==> src/rtl/kogge_pkg.sv <==
// Shared definitions for the multi-precision kogge sequencer: the state encoding and
// the word-slice offset helper.
package kogge_pkg;

    localparam logic [1:0] ST_IDLE = 2'd0;
    localparam logic [1:0] ST_RUN  = 2'd1;
    localparam logic [1:0] ST_DONE = 2'd2;

    typedef enum logic [1:0] {
        StIdle = ST_IDLE,
        StRun  = ST_RUN,
        StDone = ST_DONE
    } state_e;

    // Bit offset of word idx within a packed multi-word operand.
    function automatic int unsigned word_lsb(input int unsigned idx, input int unsigned w);
        return idx * w;
    endfunction

endpackage

==> src/rtl/kogge.sv <==
// Combinational W-bit Kogge-Stone adder with carry-in and carry-out.
module kogge #(
    parameter int unsigned W = 8
) (
    input  logic [W-1:0] a,
    input  logic [W-1:0] b,
    input  logic         cin,
    output logic [W-1:0] s,
    output logic         cout
);

    localparam int unsigned L = $clog2(W);

    logic [W-1:0] g [L+1];
    logic [W-1:0] p [L+1];
    logic [W:0]   c;
    logic [W-1:0] low_mask;

    always_comb begin
        g[0] = a & b;
        p[0] = a ^ b;
        low_mask = '0;
        for (int l = 1; l <= int'(L); l++) begin
            // Bits below the span keep their group propagate unchanged.
            low_mask = ~({W{1'b1}} << (1 << (l - 1)));
            g[l] = g[l-1] | (p[l-1] & (g[l-1] << (1 << (l - 1))));
            p[l] = p[l-1] & ((p[l-1] << (1 << (l - 1))) | low_mask);
        end
        c[0] = cin;
        c[W:1] = g[L] | (p[L] & {W{cin}});
        s = p[0] ^ c[W-1:0];
        cout = c[W];
    end

endmodule

==> src/rtl/kogge_mp_seq.sv <==
// Multi-precision add/subtract sequencer: streams NWORDS word slices LSW-first through
// one shared kogge adder, chaining the carry through a register.
module kogge_mp_seq
    import kogge_pkg::*;
#(
    parameter int unsigned W      = 8,
    parameter int unsigned NWORDS = 4
) (
    input  logic                clk,
    input  logic                rst_n,
    input  logic                in_valid,
    output logic                in_ready,
    input  logic [W*NWORDS-1:0] op_a,
    input  logic [W*NWORDS-1:0] op_b,
    input  logic                cin,
    input  logic                sub,
    output logic                out_valid,
    input  logic                out_ready,
    output logic [W*NWORDS-1:0] sum,
    output logic                cout,
    output logic                ovf
);

    localparam int unsigned N  = W * NWORDS;
    localparam int unsigned IW = (NWORDS > 1) ? $clog2(NWORDS) : 1;
    localparam logic [IW-1:0] LastIdx = IW'(NWORDS - 1);

    state_e        state_q, state_d;
    logic [N-1:0]  a_q, a_d;
    logic [N-1:0]  b_q, b_d;
    logic [N-1:0]  sum_q, sum_d;
    logic [IW-1:0] idx_q, idx_d;
    logic          carry_q, carry_d;
    logic          cout_q, cout_d;
    logic          ovf_q, ovf_d;

    logic [W-1:0]  add_a, add_b, add_s;
    logic          add_cout;
    int unsigned   lsb;

    assign lsb   = word_lsb(int'(idx_q), W);
    assign add_a = a_q[lsb +: W];
    assign add_b = b_q[lsb +: W];

    kogge #(
        .W(W)
    ) u_kogge (
        .a   (add_a),
        .b   (add_b),
        .cin (carry_q),
        .s   (add_s),
        .cout(add_cout)
    );

    always_comb begin
        state_d = state_q;
        a_d     = a_q;
        b_d     = b_q;
        sum_d   = sum_q;
        idx_d   = idx_q;
        carry_d = carry_q;
        cout_d  = cout_q;
        ovf_d   = ovf_q;
        case (state_q)
            StIdle: begin
                if (in_valid) begin
                    // Subtraction is folded into A + ~B + 1 at accept time.
                    a_d     = op_a;
                    b_d     = sub ? ~op_b : op_b;
                    carry_d = sub ? 1'b1 : cin;
                    idx_d   = '0;
                    state_d = StRun;
                end
            end
            StRun: begin
                sum_d[lsb +: W] = add_s;
                carry_d = add_cout;
                if (idx_q == LastIdx) begin
                    cout_d  = add_cout;
                    ovf_d   = (a_q[N-1] == b_q[N-1]) & (add_s[W-1] != a_q[N-1]);
                    state_d = StDone;
                end else begin
                    idx_d = idx_q + 1'b1;
                end
            end
            StDone: begin
                if (out_ready) begin
                    state_d = StIdle;
                end
            end
            default: state_d = StIdle;
        endcase
    end

    always_ff @(posedge clk or negedge rst_n) begin
        if (!rst_n) begin
            state_q <= StIdle;
            a_q     <= '0;
            b_q     <= '0;
            sum_q   <= '0;
            idx_q   <= '0;
            carry_q <= 1'b0;
            cout_q  <= 1'b0;
            ovf_q   <= 1'b0;
        end else begin
            state_q <= state_d;
            a_q     <= a_d;
            b_q     <= b_d;
            sum_q   <= sum_d;
            idx_q   <= idx_d;
            carry_q <= carry_d;
            cout_q  <= cout_d;
            ovf_q   <= ovf_d;
        end
    end

    assign in_ready  = (state_q == StIdle);
    assign out_valid = (state_q == StDone);
    assign sum       = sum_q;
    assign cout      = cout_q;
    assign ovf       = ovf_q;

endmodule
==> config.mk <==
export PLATFORM = sky130hd
export DESIGN_NAME = kogge_mp_seq
export DESIGN_NICKNAME = d
export VERILOG_FILES = /design/src/rtl/kogge_pkg.sv /design/src/rtl/kogge.sv /design/src/rtl/kogge_mp_seq.sv
export SDC_FILE = /design/constraint.sdc
export NUM_CORES = 1
export LEC_CHECK = 0
export BUFFER_PORTS_ARGS = -buffer_cell sky130_fd_sc_hd__buf_2
export CELL_PAD_IN_SITES_DETAIL_PLACEMENT = 0
export CELL_PAD_IN_SITES_GLOBAL_PLACEMENT = 2
export CORE_ASPECT_RATIO = 0.6
export CORE_MARGIN = 4
export CORE_UTILIZATION = 36
export DETAILED_ROUTE_END_ITERATION = 16
export PLACE_DENSITY = 0.91
export SLEW_MARGIN = 20
export SYNTH_ARGS = -nofsm -noshare
export SYNTH_HDL_FRONTEND = slang
export SYNTH_SLANG_ARGS = --single-unit
==> constraint.sdc <==
create_clock -name clk -period 2.8 [get_ports clk]
set_input_delay 0 -clock clk [delete_from_list [all_inputs] [get_ports clk]]
set_output_delay 0 -clock clk [all_outputs]
set_load 0.03 [all_outputs]
==> impl_metrics.csv, run 1 <==
group,metric,value,unit
run_status,outcome,"complete, no violations",
clock_network,cts-htree-levels,3,
routing,route.vias.total,3826,
routing,avgRoutedWirePerCell,17.1,um
die,die-area,15900,um2
sta,final.setup.worst_slack,0.170,ns
finish,fin_area,6670,um2
yosys,synth.top_cell.area_share,0.515,
clock_network,numClockSinks,103,
finish,syn2layout_area_growth,33.2,%
die,start_util,0.367,
sta,rsz0062_at_grt,"yes",
sta,fin_crit,2.63,ns
sta,relSlewSlack,0.385,
setup_path,critPathKind,"flop to flop",
clock_network,numCtsBuffers,9,
setup_path,cp_slowest_cell,"mux4_2",
sta,setup_viol,0,
sta,slew_viol_final,0,
setup_path,worstPathArrival,2.84,ns
clock_network,clk_pin_slew,0.07,ns
setup_path,crit_fanout,14,
clock_network,cts_tree,"yes",
yosys,synth-edff-count,0,
job,cap_viol_max_count,0,
finish,nets,668,
yosys,netlist_top_cells_area,"dfrtp_1, mux2_2, mux4_2, xnor2_1, a22o_1",
setup_path,cp-end-kind,"flop",
worst_hold_path,worstHoldStart,"op_b[5]",
routing,first_pass_iters,5,
global_routing,grt_overflow,0,
placement,gp_congestion,0.826,
yosys,synth.ff_latch_count,103,
setup_path,cp_top_family,"compound AO/OA/AOI/OAI gates",
yosys,synth.avg_cell_area,11.9,um2
routing,routed_wl,13000,um
yosys,synthXorXnorAreaFrac,0.0665,
sta,tightest_slew,0.923,ns
yosys,yosysTopAreaCell,"dfrtp_1",
routing,antenna_left,0,
setup_path,startpoint,"idx_q[0]",
global_routing,grt_pass1_vias,3948,
setup_path,worst-path-buf-inv,1,
routing,first_iter_violations,223,
global_routing,grtUsageTotal,0.170,
placement,dp_slack,0.106,ns
worst_hold_path,hold_class,"input port to flop",
yosys,synth_compound_area_frac,0.120,
sta,period_share,0.939,
setup_path,startpoint_type,"flop",
setup_path,crit_path_max_incr_delay,0.56,ns
clock_network,cts-root-buf,"clkbuf_16",
clock_network,ctsLongestPathBuffers,2,
yosys,synthCells,420,
yosys,syn_area,5000,um2
finish,drive_above_1_share,0.323,
global_routing,grt_start_max_net_pins,99,
yosys,synth_top_family_by_area,"multiplexers",
yosys,synthTopCellsByCount,"dfrtp_1, nor2_1, a21oi_1",
yosys,synthMuxAreaShare,0.150,
power,p_leak,3.01,nW
yosys,yosysUniqueCellTypes,42,
finish,final_core_util,0.489,
die,coreArea,13600,um2
clock_network,clk_latency,0.34,ns
yosys,synthFlopType,"dfrtp_1",
yosys,yosys_warnings,0,
sta,skew,0.00739,ns
global_routing,grt_pass1_wl,21300,um
sta,finalHoldViolCount,0,
routing,drc,0,
placement,dpl_cell_area,5730,um2
finish,antenna_cells,0,
die,ioPinCount,106,
sta,fmax,0.380,GHz
power,ir_worst_vdd,592,uV
die,rows,33,
die,fp.dieW,160,um
routing,viasPerCell,5.01,
placement,dpl.hpwl,9500,um
setup_path,worstPathCellList,"buf_12 -> mux4_2 -> ha_1 -> a211oi_2 -> o21bai_2 -> o21ai_1 -> xor2_1 -> o21ai_0",
power,power_density,1360,nW/um2
die,die_y,99.3,um
global_routing,antenna_found_initial,0,
setup_path,critPathRequiredTime,3.01,ns
yosys,ys_seq_area_frac,0.515,
yosys,yosys.area_share.adder,0.0390,
placement,portBuffers,105,
clock_network,cts_setup_buffers,0,
yosys,synthSimpleGateAreaFrac,0.0808,
yosys,yosysMostFrequentCell,"dfrtp_1",
yosys,async_flop_share,1.00,
setup_path,reg2reg_from,"idx_q[0]",
yosys,synth_nets,505,
==> metal layers <==
layer | up-vias | wire (um) | track usage
li1 | 1817 | - | -
met1 | 1883 | 6690 | 0.261
met2 | 115 | 5470 | 0.246
met3 | 11 | 772 | 0.0406
met4 | 0 | 87 | 0.0297
met5 | - | 0 | 0
==> registers in the layout (all words and copies together) (netlist names) <==
signal and count:
state_q 2, a_q 32, cout 1, idx_q 2
ovf 1, sum 32, carry_q 1, b_q 32
==> worst reg2reg max path, stage by stage, from the launching register on <==
cell and delay, ns:
dfrtp_1 0.39, buf_12 0.18, mux4_2 0.56, ha_1 0.35
a211oi_2 0.25, o21bai_2 0.16, o21ai_1 0.18, xor2_1 0.28
o21ai_0 0.15
==> kinds of logic after synthesis <==
group | Yosys count
compound gates | 94
flops | 103
fa+ha+maj | 15
mux | 51
xor+xnor | 38
buf+inv | 28
simple gates | 91
==> through the flow <==
| step | power (mW) | instances | TNS, ns | hold WS (ns) |
|---|---|---|---|---|
| final | 9.07 | 763 | 0 | 0.00464 |
| after detailed placement | 7.67 | 685 | 0 | 0.0720 |
| after global placement | 7.50 | 685 | 0 | 0.0519 |
| after floorplan | 6.23 | 420 | 0 | -0.296 |
| after global routing | 9.72 | 763 | -0.0525 | 0.0137 |
| after CTS | 9.04 | 763 | 0 | 0.00335 |
==> layout by cell type (no fill, tap or decap), types with 2 or more instances in the layout <==
cell           netlist  layout
nand3_1              3       3
nand4_1              3       3
xnor2_1             36      35
o21ai_0             13      12
dfrtp_1            103     103
mux4_2              16      16
buf_12               0       3
buf_4                2       6
nor2_1              46      46
nand2_2              3       3
ha_1                14      14
dlygate4sd3_1        0      62
nand2_1             24      24
mux2_2              33      33
clkinvlp_4           0       2
buf_2               17     104
clkbuf_16            0       9
a21oi_1             38      38
nand2b_1             2       2
a22o_1              22      22
a21o_1               5       5
mux2i_1              2       2
or3_1                3       3
xor2_1               2       2
inv_1                5       5
o21ai_1              7       8
==> timing repair <==
item | 4_1_cts | 5_1_grt
hold endpoints to repair | 110 | 0
hold buffers | 62 | 0
setup endpoints to repair | 0 | 4
gates resized for setup | 0 | 2
==> where the power goes <==
part / internal (mW) / leakage [nW] / switching [mW] / total (mW)
clock network: 0.721 / 0.145 / 0.555 / 1.28
logic: 2.19 / 1.61 / 3.01 / 5.21
registers: 2.14 / 1.25 / 0.439 / 2.58
==> final timing paths <==
kind	end	slack [ns]	depth (start not counted)
worst max-delay path	sum[22]	0.17	8
worst min-delay path	b_q[5]	0.005	3
worst max register to register	sum[22]	0.17	8
worst min register to register	sum[1]	0.48	2
max in group asynchronous	a_q[17]	1.84	3
min in group asynchronous	a_q[13]	0.22	2
==> cell type report <==
class                           instances  area [um2]
Clock inverter                          6        67.6
Multi-Input combinational cell        289        2300
Clock buffer                           10         239
Fill cell                            1236        6960
Timing Repair Buffer                  175        1250
Inverter                                5        18.8
Sequential cell                       103        2580
Tap cell                              175         219
Note: power is estimated with default switching activity, not from simulation.
==> run 2: changes to the inputs <==
PLACE_DENSITY = 0.9   (was 0.91)
SYNTH_HIERARCHICAL = 1   (was unset)
==> run 2 against run 1 <==
Net effect:
- first-iteration DRC count grew 2.7%
- critical path type unchanged
- worst setup slack lost 0.14 ns
- highest routed layer unchanged
- clock skew shrank 0.0012 ns
- flip-flop and latch count is the same
- largest power group unchanged
- routed wire length is essentially flat
- final cell count shrank 3.9%
- combinational power grew 12%
==> impl_metrics.csv, run 2 <==
group,metric,value,unit
setup_path,critPathKind,"flop to flop",
sta,slew_viol_final,0,
routing,routed_wl,13000,um
power,power_density,1430,nW/um2
global_routing,grt_pass1_wl,20700,um
routing,first_pass_iters,4,
power,p_leak,3.06,nW
power,ir_worst_vdd,863,uV
global_routing,grtUsageMet1,0.270,
finish,fin_area,6810,um2
yosys,yosysTopAreaCell,"dfrtp_1",
clock_network,cts-root-buf,"clkbuf_16",
global_routing,grt_start_max_net_pins,100,
yosys,synth.ff_latch_count,103,
sta,period_share,0.989,
run_status,outcome,"complete, no violations",
clock_network,cts_tree,"yes",
placement,dpl_cell_area,5710,um2
die,die_y,98.3,um
sta,setup_viol,0,
routing,antenna_left,0,
die,ioPinCount,106,
job,cap_viol_max_count,0,
finish,layout_commonest_cell,"buf_2",
clock_network,numCtsBuffers,9,
setup_path,cp-end-kind,"flop",
setup_path,crit_path_max_incr_delay,0.55,ns
sta,tightest_slew,0.896,ns
placement,portBuffers,105,
setup_path,startpoint_type,"flop",
global_routing,grt_pass1_vias,3740,
global_routing,gr-max-usage-layer,"met1",
finish,syn2layout_area_growth,39.2,%
sta,rsz0062_at_grt,"yes",
yosys,netlist_top_cells_area,"dfrtp_1, mux2_2, mux4_2, xnor2_1, a22o_1",
die,die-area,15600,um2
yosys,yosysUniqueCellTypes,40,
die,start_util,0.375,
global_routing,grtUsageMet3,0.0465,
finish,antenna_cells,0,
routing,route.vias.total,3674,
yosys,synth.avg_cell_area,12.7,um2
sta,relSlewSlack,0.402,
clock_network,cts-htree-levels,3,
die,rows,32,
finish,nets,642,
sta,finalHoldViolCount,0,
die,coreArea,13100,um2
yosys,synth_nets,468,
clock_network,clk_latency,0.35,ns
die,fp.dieW,158,um
setup_path,startpoint,"idx_q[0]",
routing,avgRoutedWirePerCell,17.8,um
sta,skew,0.00615,ns
clock_network,clk_pin_slew,0.07,ns
routing,viasPerCell,5.01,
yosys,synthTopCellsByCount,"dfrtp_1, nor2_1, xnor2_1",
yosys,async_flop_share,1.00,
placement,gp_congestion,0.840,
setup_path,worstPathCellList,"buf_12 -> mux4_2 -> ha_4 -> a21oi_4 -> o2111ai_4 -> a221o_1 -> xor2_2 -> buf_4 -> a22o_1",
global_routing,antenna_found_initial,0,
global_routing,grtUsageTotal,0.173,
finish,drive_above_1_share,0.371,
setup_path,cp_slowest_cell,"mux4_2",
worst_hold_path,hold_class,"input port to flop",
yosys,yosys_warnings,6,
setup_path,critPathRequiredTime,3.04,ns
yosys,synthFlopType,"dfrtp_1",
routing,first_iter_violations,229,
setup_path,worstPathArrival,3.01,ns
yosys,synth.top_cell.area_share,0.527,
yosys,syn_area,4890,um2
yosys,ys_seq_area_frac,0.527,
yosys,yosysMostFrequentCell,"dfrtp_1",
worst_hold_path,worstHoldStart,"op_b[5]",
global_routing,grt_overflow,0,
sta,final.setup.worst_slack,0.0322,ns
yosys,synthCells,384,
placement,dp_slack,-0.0120,ns
routing,drc,0,
sta,fin_crit,2.77,ns
sta,fmax,0.361,GHz
placement,dpl.hpwl,9340,um
clock_network,ctsLongestPathBuffers,2,
yosys,synth-edff-count,0,
power,power,9.75,mW
finish,mostFrequentLayoutCells,"buf_2, dfrtp_1, dlygate4sd3_1, nor2_1",
global_routing,grtUsageMet2,0.242,
setup_path,reg2reg_from,"idx_q[0]",
setup_path,crit_fanout,11,
clock_network,numClockSinks,103,
==> run 2: cell count changes in the layout (fill, tap and decap cells not counted), moves of 6 or more <==
cell	previous run	this run
a22o_1	22	30
nor2_1	46	40
o21ai_0	12	4
ha_1	14	8
nand2_1	24	9
o21ai_1	8	1
==> run 2: timing repair <==
item,in CTS,in global routing
endpoints found under the setup margin,4,14
gates resized for setup,2,10
hold buffers,63,0
endpoints found under the hold margin,126,0
setup buffers,5,1
pin swaps,4,3
cloned,1,0
==> run 2: logic make-up (layout without fill, tap and decap cells) <==
family          after synthesis  after routing  synth area share
flops                       103            103             0.527
fa+ha+maj                    14             14            0.0374
xor+xnor                     38             38            0.0681
buf+inv                      31            210            0.0271
simple gates                 69             69            0.0768
compound gates               79             79             0.111
mux                          50             50             0.152
==> run 2: layout make-up <==
class	count	area, um2
fillers	1108	6250
flip-flops and latches	103	2580
multi-input cells	250	2320
repair buffers	184	1350
clock buffers	9	225
well taps	170	213
clock inverters	7	86.3
inverters	10	37.5
==> run 2: worst paths after layout <==
| path | endpoint | slack, ns | depth (start not counted) |
|---|---|---|---|
| max reg2reg | sum[15] | 0.03 | 9 |
| max in group asynchronous | state_q[1] | 1.68 | 3 |
| min in group asynchronous | a_q[3] | 0.31 | 2 |
| min reg2reg | sum[28] | 0.49 | 2 |
| max | sum[15] | 0.03 | 9 |
| min | b_q[5] | 0.002 | 3 |
==> run 2: power breakdown <==
group          internal [mW]  total, mW  switching, mW
logic                   2.64       5.81           3.17
registers               2.15       2.63          0.477
clock network          0.714       1.31          0.594
total                   5.50       9.75           4.24
==> run 2: through the flow <==
stage / utilization / hold slack [ns] / setup TNS (ns) / cells
6_report: 0.521 / 0.00180 / 0 / 733
5_1_grt: 0.521 / 0.0260 / -0.361 / 733
4_1_cts: 0.516 / 0.00349 / 0 / 732
3_5_place_dp: 0.438 / 0.158 / -0.0120 / 647
3_3_place_gp: 0.438 / 0.138 / 0 / 647
2_1_floorplan: - / -0.296 / 0 / 384
==> run 2: per-layer routing <==
metal	vias to the layer above	part of all wire	routed length, um
li1	1731	-	-
met1	1809	0.51	6690
met4	0	0.010	133
met3	13	0.058	761
met2	121	0.42	5450
met5	-	0	0
==> run 2: worst max-delay path, delay by kind of cell (launching register included) <==
kind            cells  cell delay (ns)
compound gates      4             0.96
mux                 1             0.55
flops               1             0.41
buf+inv             2             0.32
fa+ha+maj           1             0.25
xor+xnor            1             0.17
